[config.mk]
export PLATFORM = sky130hd
export DESIGN_NAME = nco_sweep_ctrl
export DESIGN_NICKNAME = d
export VERILOG_FILES = /design/src/rtl/nco_ctrl_pkg.sv /design/src/rtl/dwell_cnt.sv /design/src/rtl/nco_sweep_ctrl.sv
export SDC_FILE = /design/constraint.sdc
export NUM_CORES = 1
export LEC_CHECK = 0
export ABC_AREA = 1
export CAP_MARGIN = 15
export CORE_MARGIN = 1.5
export CORE_UTILIZATION = 35
export CTS_BUF_LIST = sky130_fd_sc_hd__clkbuf_8
export DETAILED_ROUTE_END_ITERATION = 6
export PLACE_DENSITY_LB_ADDON = 0.25
export SLEW_MARGIN = 20
export SYNTH_ARGS = -nofsm -noshare
export SYNTH_HDL_FRONTEND = slang
export SYNTH_SLANG_ARGS = --single-unit
[constraint.sdc]
create_clock -name clk_i -period 8.34 [get_ports clk_i]
set_clock_uncertainty 0.1 [all_clocks]
set_input_delay 0.834 -clock clk_i [delete_from_list [all_inputs] [get_ports clk_i]]
set_output_delay 0.834 -clock clk_i [all_outputs]
set_load 0.005 [all_outputs]
[src/rtl/nco_ctrl_pkg.sv]
// Shared types and constants for the NCO frequency sweep sequencer.
package nco_ctrl_pkg;

  localparam int unsigned PINC_W_DEF  = 32;
  localparam int unsigned DWELL_W_DEF = 16;

  localparam logic [1:0] MODE_SINGLE   = 2'd0;
  localparam logic [1:0] MODE_REPEAT   = 2'd1;
  localparam logic [1:0] MODE_TRIANGLE = 2'd2;

  typedef enum logic [2:0] {
    StIdle,
    StLoad,
    StDwell,
    StStep,
    StDone
  } state_e;

endpackage

[src/rtl/dwell_cnt.sv]
// Loadable dwell down-counter; expire_o flags the cycle before the final cycle of a dwell,
// so the sequencer can spend that final cycle in its update state.
module dwell_cnt #(
  parameter int unsigned DWELL_W = 16
) (
  input  logic               clk_i,
  input  logic               rst_i,
  input  logic               load_i,
  input  logic [DWELL_W-1:0] value_i,
  output logic               expire_o
);

  logic [DWELL_W-1:0] cnt_d, cnt_q;

  // Loads max(value,1)-1; a loaded zero never expires, which doubles as an indefinite hold.
  always_comb begin
    cnt_d = cnt_q;
    if (load_i) begin
      cnt_d = (value_i == '0) ? '0 : value_i - DWELL_W'(1);
    end else if (cnt_q != '0) begin
      cnt_d = cnt_q - DWELL_W'(1);
    end
  end

  always_ff @(posedge clk_i or posedge rst_i) begin
    if (rst_i) begin
      cnt_q <= '0;
    end else begin
      cnt_q <= cnt_d;
    end
  end

  assign expire_o = (cnt_q == DWELL_W'(1));

endmodule

[src/rtl/nco_sweep_ctrl.sv]
// Frequency sweep/hop sequencer driving the phase-increment and phase reset of a 4-lane NCO.
// Supports single chirp, repeating sawtooth and triangle sweeps with a programmable dwell.
module nco_sweep_ctrl
  import nco_ctrl_pkg::*;
#(
  parameter int unsigned PINC_W  = PINC_W_DEF,
  parameter int unsigned DWELL_W = DWELL_W_DEF
) (
  input  logic               clk_i,
  input  logic               rst_i,
  input  logic               cfg_valid_i,
  output logic               cfg_ready_o,
  input  logic [PINC_W-1:0]  cfg_start_i,
  input  logic [PINC_W-1:0]  cfg_stop_i,
  input  logic [PINC_W-1:0]  cfg_step_i,
  input  logic [DWELL_W-1:0] cfg_dwell_i,
  input  logic [1:0]         cfg_mode_i,
  input  logic               start_i,
  input  logic               abort_i,
  output logic [PINC_W-1:0]  p_inc_o,
  output logic               phase_rst_o,
  output logic               step_o,
  output logic               busy_o,
  output logic               done_o
);

  state_e state_d, state_q;

  logic [PINC_W-1:0]  cfg_start_d, cfg_start_q;
  logic [PINC_W-1:0]  cfg_stop_d, cfg_stop_q;
  logic [PINC_W-1:0]  cfg_step_d, cfg_step_q;
  logic [DWELL_W-1:0] cfg_dwell_d, cfg_dwell_q;
  logic [1:0]         cfg_mode_d, cfg_mode_q;

  logic [PINC_W-1:0] p_inc_d, p_inc_q;
  logic [PINC_W-1:0] step_cur_d, step_cur_q;
  logic              step_dir_d, step_dir_q;     // 1: counting up
  logic              toward_stop_d, toward_stop_q;
  logic              phase_rst_d, phase_rst_q;
  logic              step_d, step_q;
  logic              done_d, done_q;

  logic               cnt_load;
  logic [DWELL_W-1:0] cnt_value;
  logic               cnt_expire;

  logic              is_repeat, is_triangle, short_dwell, degenerate, at_end, turn;
  logic              dir_use, clamp;
  logic [PINC_W-1:0] step_use, tgt_cur, tgt_use, next_val;
  logic [PINC_W:0]   sum;
  state_e            cont_state;

  // ---------------- datapath ----------------
  always_comb begin
    is_repeat   = (cfg_mode_q == MODE_REPEAT);
    is_triangle = (cfg_mode_q == MODE_TRIANGLE);
    short_dwell = (cfg_dwell_q <= DWELL_W'(1));
    cont_state  = short_dwell ? StStep : StDwell;
    degenerate  = (cfg_start_q == cfg_stop_q) || (step_cur_q == '0);
    tgt_cur     = toward_stop_q ? cfg_stop_q : cfg_start_q;
    at_end      = (p_inc_q == tgt_cur) || (step_cur_q == '0);
    // A triangle turnaround moves off the endpoint in the same update.
    turn        = at_end && is_triangle && !degenerate;
    step_use    = turn ? -step_cur_q : step_cur_q;
    dir_use     = turn ? !step_dir_q : step_dir_q;
    tgt_use     = (toward_stop_q ^ turn) ? cfg_stop_q : cfg_start_q;
    // Sign-extended add: bit PINC_W flags carry-out (up) or borrow (down).
    sum         = {1'b0, p_inc_q} + {step_use[PINC_W-1], step_use};
    clamp       = sum[PINC_W] ||
                  (dir_use ? (sum[PINC_W-1:0] >= tgt_use) : (sum[PINC_W-1:0] <= tgt_use));
    next_val    = clamp ? tgt_use : sum[PINC_W-1:0];
  end

  // ---------------- config capture ----------------
  always_comb begin
    cfg_start_d = cfg_start_q;
    cfg_stop_d  = cfg_stop_q;
    cfg_step_d  = cfg_step_q;
    cfg_dwell_d = cfg_dwell_q;
    cfg_mode_d  = cfg_mode_q;
    if (cfg_valid_i && cfg_ready_o) begin
      cfg_start_d = cfg_start_i;
      cfg_stop_d  = cfg_stop_i;
      cfg_step_d  = cfg_step_i;
      cfg_dwell_d = cfg_dwell_i;
      cfg_mode_d  = cfg_mode_i;
    end
  end

  // ---------------- FSM next state / outputs ----------------
  always_comb begin
    state_d       = state_q;
    p_inc_d       = p_inc_q;
    step_cur_d    = step_cur_q;
    step_dir_d    = step_dir_q;
    toward_stop_d = toward_stop_q;
    phase_rst_d   = 1'b0;
    step_d        = 1'b0;
    done_d        = 1'b0;
    cnt_load      = 1'b0;
    cnt_value     = cfg_dwell_q;

    unique case (state_q)
      StIdle: begin
        if (start_i && !abort_i) state_d = StLoad;
      end
      StLoad: begin
        p_inc_d       = cfg_start_q;
        phase_rst_d   = 1'b1;
        step_d        = 1'b1;
        step_cur_d    = cfg_step_q;
        step_dir_d    = !cfg_step_q[PINC_W-1];
        toward_stop_d = 1'b1;
        cnt_load      = 1'b1;
        state_d       = cont_state;
      end
      StDwell: begin
        if (cnt_expire) state_d = StStep;
      end
      StStep: begin
        if (at_end && !is_repeat && !is_triangle) begin
          done_d  = 1'b1;
          state_d = StDone;
        end else if (at_end && degenerate) begin
          // Nothing to sweep: park on the start value until aborted.
          cnt_load  = 1'b1;
          cnt_value = DWELL_W'(1);
          state_d   = StDwell;
        end else begin
          p_inc_d  = (at_end && is_repeat) ? cfg_start_q : next_val;
          step_d   = 1'b1;
          cnt_load = 1'b1;
          state_d  = cont_state;
          if (turn) begin
            step_cur_d    = step_use;
            step_dir_d    = dir_use;
            toward_stop_d = !toward_stop_q;
          end
        end
      end
      StDone: begin
        state_d = StIdle;
      end
      default: begin
        state_d = StIdle;
      end
    endcase

    if (abort_i && (state_q != StIdle)) begin
      state_d     = StIdle;
      p_inc_d     = p_inc_q;
      phase_rst_d = 1'b0;
      step_d      = 1'b0;
      done_d      = 1'b0;
      cnt_load    = 1'b0;
    end
  end

  always_ff @(posedge clk_i or posedge rst_i) begin
    if (rst_i) begin
      state_q       <= StIdle;
      cfg_start_q   <= '0;
      cfg_stop_q    <= '0;
      cfg_step_q    <= '0;
      cfg_dwell_q   <= '0;
      cfg_mode_q    <= MODE_SINGLE;
      p_inc_q       <= '0;
      step_cur_q    <= '0;
      step_dir_q    <= 1'b1;
      toward_stop_q <= 1'b1;
      phase_rst_q   <= 1'b0;
      step_q        <= 1'b0;
      done_q        <= 1'b0;
    end else begin
      state_q       <= state_d;
      cfg_start_q   <= cfg_start_d;
      cfg_stop_q    <= cfg_stop_d;
      cfg_step_q    <= cfg_step_d;
      cfg_dwell_q   <= cfg_dwell_d;
      cfg_mode_q    <= cfg_mode_d;
      p_inc_q       <= p_inc_d;
      step_cur_q    <= step_cur_d;
      step_dir_q    <= step_dir_d;
      toward_stop_q <= toward_stop_d;
      phase_rst_q   <= phase_rst_d;
      step_q        <= step_d;
      done_q        <= done_d;
    end
  end

  dwell_cnt #(
    .DWELL_W (DWELL_W)
  ) u_dwell_cnt (
    .clk_i    (clk_i),
    .rst_i    (rst_i),
    .load_i   (cnt_load),
    .value_i  (cnt_value),
    .expire_o (cnt_expire)
  );

  assign cfg_ready_o = (state_q == StIdle);
  assign busy_o      = (state_q != StIdle);
  assign p_inc_o     = p_inc_q;
  assign phase_rst_o = phase_rst_q;
  assign step_o      = step_q;
  assign done_o      = done_q;

endmodule

==> results_tabular.tex, run 1 <==
\begin{tabular}{lr}
\hline
Metric & Value \\
\hline
\multicolumn{2}{l}{\textbf{Die}} \\
Die area & around 43000 um2 \\
\# IOs & 156 \\
Die W & 208 um \\
Row count & 74 \\
Core Area & 41100 um2 \\
Height of the die & 208 um \\
Initial Util & 35.7\% \\
\multicolumn{2}{l}{\textbf{Synthesis}} \\
Number of enable-type register cells in the synthesized netlist & 0 \\
Fraction of post-synthesis cell area in the top cell type by area & 34.1\% \\
Proportion of synthesized chip area in sequential cells & 34.5\% \\
Main synth FF type & sky130\_fd\_sc\_hd\_\_dfrtp\_1 \\
Leading cell type by number of instances after synthesis & sky130\_fd\_sc\_hd\_\_nand2\_1 \\
Synth Cell Area & 14700 um2 \\
Synth warnings & 0 \\
Gate count of the mapped netlist & 2117 \\
Dominant cell type by area after synthesis & sky130\_fd\_sc\_hd\_\_dfrtp\_1 \\
Flip-flop and latch count after synthesis & slightly above 200 \\
Leading cell types by count after synthesis & sky130\_fd\_sc\_hd\_\_nand2\_1 (501), sky130\_fd\_sc\_hd\_\_inv\_1 (263), sky130\_fd\_sc\_hd\_\_a21oi\_1 (257) \\
Leading post-synthesis cells by cell area & sky130\_fd\_sc\_hd\_\_dfrtp\_1 (34\%), sky130\_fd\_sc\_hd\_\_nand2\_1 (13\%), sky130\_fd\_sc\_hd\_\_a21oi\_1 (8.8\%) \\
Net count after synthesis & 2306 \\
Proportion of register bits with asynchronous set or reset after synthesis & 100\% \\
Post-synthesis cell type count & 50 \\
Post-Syn Area per Cell & 6.93 um2 \\
\multicolumn{2}{l}{\textbf{Clocking}} \\
Clock tree from TritonCTS & yes \\
Insertion delay of the later-clocked pin in the worst-skew pair & a little over 0.6 ns \\
Number of hold buffers added after cts & 0 \\
Clk buf depth & 3 \\
Clk slew on worst S/H paths & 0.06 ns \\
Number of levels the H-tree was split into & 2 \\
Post\_cts resized & 0 \\
Setup Buffers After CTS & 0 \\
Clock Tree Root & sky130\_fd\_sc\_hd\_\_clkbuf\_8 \\
Number of buffers created by CTS & slightly above 40 \\
\# clock sinks & 202 \\
\multicolumn{2}{l}{\textbf{Power and ir drop}} \\
Fraction of power consumed by combinational cells & 65.3\% \\
Sequential Power Share & 23.2\% \\
Net Sw Frac & 53.8\% \\
Static Leakage & 0.00851 uW \\
Pwr/cell area & 506 nW/um2 \\
Power share of the clock group & 11.5\% \\
Switch Pwr & 4730 uW \\
Total power after layout & 8800 uW \\
Worst voltage drop across the vdd grid & a little under 0.0005 V \\
Internal portion of total power & about 4100 uW \\
\multicolumn{2}{l}{\textbf{Timing}} \\
Share of the cycle needed by the critical path after routing & 90.2\% \\
Final setup TNS & 0 ns \\
Final period demand of the worst path & 7.52 ns \\
Final-report setup violation count & 0 \\
Unrepaired setup endpoints after global routing & false \\
Number of max-slew violations in the final report & 0 \\
Max-slew headroom at the worst pin & 27.3\% \\
Slew at the pin closest to its max-slew limit & 1.08 ns \\
Number of hold-slack violations in the final timing report & 0 \\
Maximum clock rate & 133 MHz \\
\multicolumn{2}{l}{\textbf{Global routing}} \\
Global-route usage over all layers & roughly 22\% \\
Residual overflow from global routing & 0 \\
Via count of the first global-routing pass & 14500 \\
Initial antenna violation count & 0 \\
Global-route wire length before repair & 76700 um \\
Maximum number of pins on one net before global-route repair & around 110 \\
\multicolumn{2}{l}{\textbf{Detailed routing}} \\
Number of remaining DRC errors & 0 \\
Average wire length per cell after detail routing & 17.1 um \\
Detailed Route WL & 48000 um \\
Uppermost routed layer & met4 \\
Count of vias placed by the detailed router & 14500 \\
Metal1 wirelength & 20600 um \\
DR iter-0 viols & roughly 960 \\
Remaining antenna violation count after routing & 0 \\
Met3 Wirelength & 2410 um \\
Number of vias per cell after detailed routing & 5.15 \\
Met2 routed WL & 23100 um \\
Detailed Routing Iterations Pass 1 & 5 \\
\multicolumn{2}{l}{\textbf{Placed design}} \\
Final weighted congestion of routability-driven global placement & 0.898 \\
Post-DP HPWL & roughly 36000 um \\
Placement-stage cell area & 16600 um2 \\
Number of instances in the placed design & 2742 \\
Count of buffers inserted at the top-level ports & 155 \\
\multicolumn{2}{l}{\textbf{Worst setup path}} \\
Worst endpoint data arrival time & around 7.9 ns \\
Critical path class & register to register \\
CP Launch Type & register \\
CP max-delay cell & sky130\_fd\_sc\_hd\_\_dfstp\_2 \\
Most Frequent Cell on Critical Path & sky130\_fd\_sc\_hd\_\_nand2\_1 \\
Required time of the critical path & 8.72 ns \\
Largest stage delay, worst path & 0.77 ns \\
Worst Setup End Kind & register \\
Largest fanout on the critical path & 32 \\
\multicolumn{2}{l}{\textbf{Finish}} \\
Area grow syn2layout & 18.6\% \\
Number of non-filler instances in the completed layout & 2811 \\
Fraction of layout cells with a size suffix above 1 & 6.10\% \\
Design Area, Final & 17400 um2 \\
Count of nets after finishing & 2442 \\
Antenna diodes & 0 \\
\multicolumn{2}{l}{\textbf{Hold path}} \\
Type of the worst min-delay path & register to register \\
\multicolumn{2}{l}{\textbf{Run status}} \\
Status & finished clean \\
\multicolumn{2}{l}{\textbf{Run}} \\
Max-cap check violation count & 0 \\
\hline
\end{tabular}
==> state kept, by name, indices dropped and copies added (netlist names), 3 cells and up <==
signal             cells
cfg_stop_q            32
cfg_step_q            32
cfg_dwell_q           16
u_dwell_cnt.cnt_q     16
p_inc_o               32
state_q                3
step_cur_q            32
cfg_start_q           32
==> placed cells by master (no fill, tap or decap), types with 4 or more instances in the layout <==
cell type,Yosys,layout
sky130_fd_sc_hd__o21ai_1,34,33
sky130_fd_sc_hd__a21o_1,9,9
sky130_fd_sc_hd__inv_1,263,268
sky130_fd_sc_hd__clkbuf_8,0,49
sky130_fd_sc_hd__nor3_1,26,25
sky130_fd_sc_hd__nor4_1,9,9
sky130_fd_sc_hd__xor2_1,58,58
sky130_fd_sc_hd__nand2_2,4,4
sky130_fd_sc_hd__clkinv_2,0,10
sky130_fd_sc_hd__inv_2,7,7
sky130_fd_sc_hd__o21ai_2,13,14
sky130_fd_sc_hd__a21oi_1,257,257
sky130_fd_sc_hd__clkdlybuf4s50_1,0,155
sky130_fd_sc_hd__ha_1,69,69
sky130_fd_sc_hd__xnor2_1,19,19
sky130_fd_sc_hd__nand4_1,26,26
sky130_fd_sc_hd__o21bai_1,7,7
sky130_fd_sc_hd__nand3_1,113,113
sky130_fd_sc_hd__nor2_1,247,246
sky130_fd_sc_hd__dfrtp_1,200,200
sky130_fd_sc_hd__buf_4,5,15
sky130_fd_sc_hd__o21a_1,6,6
sky130_fd_sc_hd__o21ai_0,80,80
sky130_fd_sc_hd__o22ai_1,5,5
sky130_fd_sc_hd__nand3b_1,26,26
sky130_fd_sc_hd__nand2_1,501,500
sky130_fd_sc_hd__mux2_2,26,26
==> metal layers <==
| metal | GRT usage (%) | vias up |
|---|---|---|
| li1 | - | 7146 |
| met1 | 27.8 | 6799 |
| met2 | 38.7 | 402 |
| met3 | 3.69 | 124 |
| met4 | 9.04 | 0 |
| met5 | 0 | - |
==> final timing paths <==
| path | start | end | slack (ns) | cells past startpoint |
|---|---|---|---|---|
| max | toward_stop_q | p_inc_o[11] | 0.82 | 39 |
| min | cfg_step_q[22] | cfg_step_q[22] | 0.40 | 1 |
| max reg2reg | toward_stop_q | p_inc_o[11] | 0.82 | 39 |
| min reg2reg | cfg_step_q[22] | cfg_step_q[22] | 0.40 | 1 |
| max in group asynchronous | rst_i | cfg_step_q[29] | 6.24 | 3 |
| min in group asynchronous | rst_i | cfg_stop_q[4] | 0.66 | 2 |
==> critical path: cells and delay by family, from the launching register on <==
kind	cells	cell delay [ns]
AO/OA/AOI/OAI	5	1.18
buffers and inverters	6	1.21
AND/OR/NAND/NOR	24	3.02
XOR/XNOR	2	0.42
adder cells (fa/ha/maj)	2	0.65
flip-flops	1	0.77
==> power by group through the flow <==
stage	registers, uW	clock network (uW)	logic [uW]
3_3_place_gp	2050	0	5630
5_1_grt	2100	1090	6550
3_5_place_dp	2050	0	5700
2_1_floorplan	1820	0	4230
4_1_cts	2040	1050	5730
6_report	2040	1020	5740
==> layout make-up <==
type | instances | area [um2]
fillers | 4332 | 23700
multi-input cells | 1566 | 8210
flip-flops and latches | 202 | 5060
repair buffers | 170 | 1660
inverters | 272 | 1030
clock buffers | 49 | 674
well taps | 532 | 666
clock inverters | 20 | 96.3
==> cell families after synthesis <==
logic type      Yosys count  synth area share [%]
xor+xnor                 77                  4.60
buf+inv                 349                  9.69
flops                   202                  34.5
compound gates          434                  16.0
simple gates            959                  27.2
fa+ha+maj                70                  6.02
mux                      26                  2.00
==> stage by stage <==
stage / util [%] / hold WS [ns] / setup WS [ns]
after floorplan: - / 0.374 / 1.90
after global placement: 40.5 / 0.391 / 1.08
after detailed placement: 40.5 / 0.389 / 1.03
after CTS: 42.3 / 0.402 / 0.968
after global routing: 42.3 / 0.427 / 0.131
final: 42.3 / 0.402 / 0.817
Note: power is estimated with default switching activity, not from simulation.
==> inputs of run 2 (changes only) <==
--- a/config.mk
+++ b/config.mk
@@ -11,6 +11,7 @@
 export CORE_UTILIZATION = 35
 export CTS_BUF_LIST = sky130_fd_sc_hd__clkbuf_8
 export DETAILED_ROUTE_END_ITERATION = 6
+export GPL_ROUTABILITY_DRIVEN = 0
 export PLACE_DENSITY_LB_ADDON = 0.25
 export SLEW_MARGIN = 20
 export SYNTH_ARGS = -nofsm -noshare
==> run 2 against run 1 <==
Design area grew 0.27%; sequential cell count did not move; worst setup slack worse by 0.057 ns; global-route usage decreased by 0.11 points; count of clock-buffer cells in the layout up 2; via count down 0.44%; first-iteration DRC count increased by 15%; worst hold slack improved by 0.0047 ns; cell count is essentially flat; non-clock buffer count unchanged; sequential share of layout area fell by 0.077 points.
==> results_tabular.tex, run 2 (synthesis results as in run 1) <==
\begin{tabular}{lr}
\hline
Metric & Value \\
\hline
\multicolumn{2}{l}{\textbf{Timing}} \\
Slew at the pin closest to its max-slew limit & 1.05 ns (-0.0301 ns) \\
Final period demand of the worst path & 7.58 ns (+0.0570 ns) \\
Final setup TNS & 0 ns (unchanged) \\
Maximum clock rate & 132 MHz (-0.75\%) \\
Final-report setup violation count & 0 (unchanged) \\
Fin Hold WS & 0.406 ns (+0.00466 ns) \\
Number of max-slew violations in the final report & 0 (unchanged) \\
Share of the cycle needed by the critical path after routing & 90.9\% (+0.68 points) \\
Max-slew headroom at the worst pin & 29.3\% (+2.0 points) \\
Number of hold-slack violations in the final timing report & 0 (unchanged) \\
Unrepaired setup endpoints after global routing & false \\
\multicolumn{2}{l}{\textbf{Global routing}} \\
Maximum number of pins on one net before global-route repair & 100 (-5.7\%) \\
Global-route wire length before repair & 76800 um (+0.18\%) \\
Residual overflow from global routing & 0 (unchanged) \\
Via count of the first global-routing pass & 14400 (-0.31\%) \\
Global-route usage over all layers & 22.3\% (-0.11 points) \\
Initial antenna violation count & 0 (unchanged) \\
\multicolumn{2}{l}{\textbf{Detailed routing}} \\
Remaining antenna violation count after routing & 0 (unchanged) \\
Number of vias per cell after detailed routing & 5.12 (-0.51\%) \\
Average wire length per cell after detail routing & 17.0 um (-0.51\%) \\
Detailed Route WL & 47800 um (-0.44\%) \\
Number of remaining DRC errors & 0 (unchanged) \\
Count of vias placed by the detailed router & 14400 (-0.44\%) \\
Detailed Routing Iterations Pass 1 & 5 (unchanged) \\
DR iter-0 viols & 1108 (+15\%) \\
\multicolumn{2}{l}{\textbf{Die}} \\
Row count & 74 (unchanged) \\
Height of the die & 208 um (unchanged) \\
Die area & 43200 um2 (unchanged) \\
\# IOs & 156 (unchanged) \\
Die W & 208 um (unchanged) \\
Initial Util & 35.7\% (unchanged) \\
Core Area & 41100 um2 (unchanged) \\
\multicolumn{2}{l}{\textbf{Finish}} \\
Final cell utilization of the core & 42.4\% (+0.11 points) \\
Most common library cell in the layout ignoring fill and taps & sky130\_fd\_sc\_hd\_\_nand2\_1 \\
Number of fill cells & 4329 (-0.069\%) \\
Count of nets after finishing & 2441 (-0.041\%) \\
Commonest cells after routing, fill and taps aside & sky130\_fd\_sc\_hd\_\_nand2\_1 (500), sky130\_fd\_sc\_hd\_\_inv\_1 (273), sky130\_fd\_sc\_hd\_\_a21oi\_1 (257) \\
Area grow syn2layout & 18.9\% \\
Antenna diodes & 0 (unchanged) \\
Fraction of layout cells with a size suffix above 1 & 6.01\% (-0.093 points) \\
\multicolumn{2}{l}{\textbf{Clocking}} \\
Number of levels the H-tree was split into & 2 (unchanged) \\
\# clock sinks & 202 (unchanged) \\
Clock tree from TritonCTS & yes \\
Post\_cts resized & 0 (unchanged) \\
Setup Buffers After CTS & 0 (unchanged) \\
Insertion delay of the later-clocked pin in the worst-skew pair & 0.62 ns (about the same) \\
Clk buf depth & 3 (unchanged) \\
Number of hold buffers added after cts & 0 (unchanged) \\
Number of buffers created by CTS & 40 (-2.4\%) \\
Clock Tree Root & sky130\_fd\_sc\_hd\_\_clkbuf\_8 \\
Clk slew on worst S/H paths & 0.06 ns (about the same) \\
\multicolumn{2}{l}{\textbf{Worst setup path}} \\
CP Launch Type & register \\
Most Frequent Cell on Critical Path & sky130\_fd\_sc\_hd\_\_nand2\_1 \\
Largest stage delay, worst path & 0.77 ns (about the same) \\
Worst Setup End Kind & register \\
CP max-delay cell & sky130\_fd\_sc\_hd\_\_dfstp\_2 \\
Largest fanout on the critical path & 32 (unchanged) \\
Worst endpoint data arrival time & 7.94 ns (+0.04 ns) \\
Critical path class & register to register \\
Required time of the critical path & 8.71 ns (about the same) \\
\multicolumn{2}{l}{\textbf{Placed design}} \\
Post-DP HPWL & 36000 um (-0.85\%) \\
Count of buffers inserted at the top-level ports & 155 (unchanged) \\
\multicolumn{2}{l}{\textbf{Run status}} \\
Status & finished clean \\
\multicolumn{2}{l}{\textbf{Hold path}} \\
Type of the worst min-delay path & register to register \\
\multicolumn{2}{l}{\textbf{Run}} \\
Max-cap check violation count & 0 (unchanged) \\
\hline
\end{tabular}
-- run 2: worst max-delay path, delay by kind of cell, from the launching register on --
kind / cells / cell delay (ns)
compound gates: 11 / 2.67
xor+xnor: 1 / 0.28
fa+ha+maj: 2 / 0.61
buf+inv: 5 / 0.92
flops: 1 / 0.77
simple gates: 21 / 2.07
-- run 2: final cells by class --
class	count	area (um2)	share of cell area, %
Inverter	272	1030	5.92
Tap cell	532	666	3.81
Timing Repair Buffer	170	1660	9.54
Multi-Input combinational cell	1566	8210	47.1
Clock buffer	51	702	4.02
Clock inverter	20	115	0.660
Sequential cell	202	5060	29.0
-- run 2: final timing paths --
| kind | from | cells past startpoint | slack, ns | endpoint |
|---|---|---|---|---|
| max | toward_stop_q | 40 | 0.76 | p_inc_o[3] |
| min | cfg_step_q[22] | 1 | 0.41 | cfg_step_q[22] |
| max reg2reg | toward_stop_q | 40 | 0.76 | p_inc_o[3] |
| min reg2reg | cfg_step_q[22] | 1 | 0.41 | cfg_step_q[22] |
| max in group asynchronous | rst_i | 4 | 5.53 | cfg_step_q[13] |
| min in group asynchronous | rst_i | 2 | 0.66 | p_inc_o[12] |
-- run 2: metal layers --
metal	global-route usage [%]	up-vias	share of wire, %
met1	27.9	6792	43
met3	3.43	95	5.0
met5	0	-	0
li1	-	7134	-
met4	8.83	0	3.4
met2	38.5	386	49
-- run 2: metrics by stage --
step	worst slack [ns]	instance area, um2	cells
6_report	0.760	17400	2813
5_1_grt	0.137	17400	2813
4_1_cts	0.899	17400	2813
3_5_place_dp	0.971	16600	2742
3_3_place_gp	1.08	16600	2742
2_1_floorplan	1.90	14700	2117
Power of run 2 is left out: the tool's default activity adds up to more than one toggle a clock period on the data nets, which glitch-free logic cannot reach.
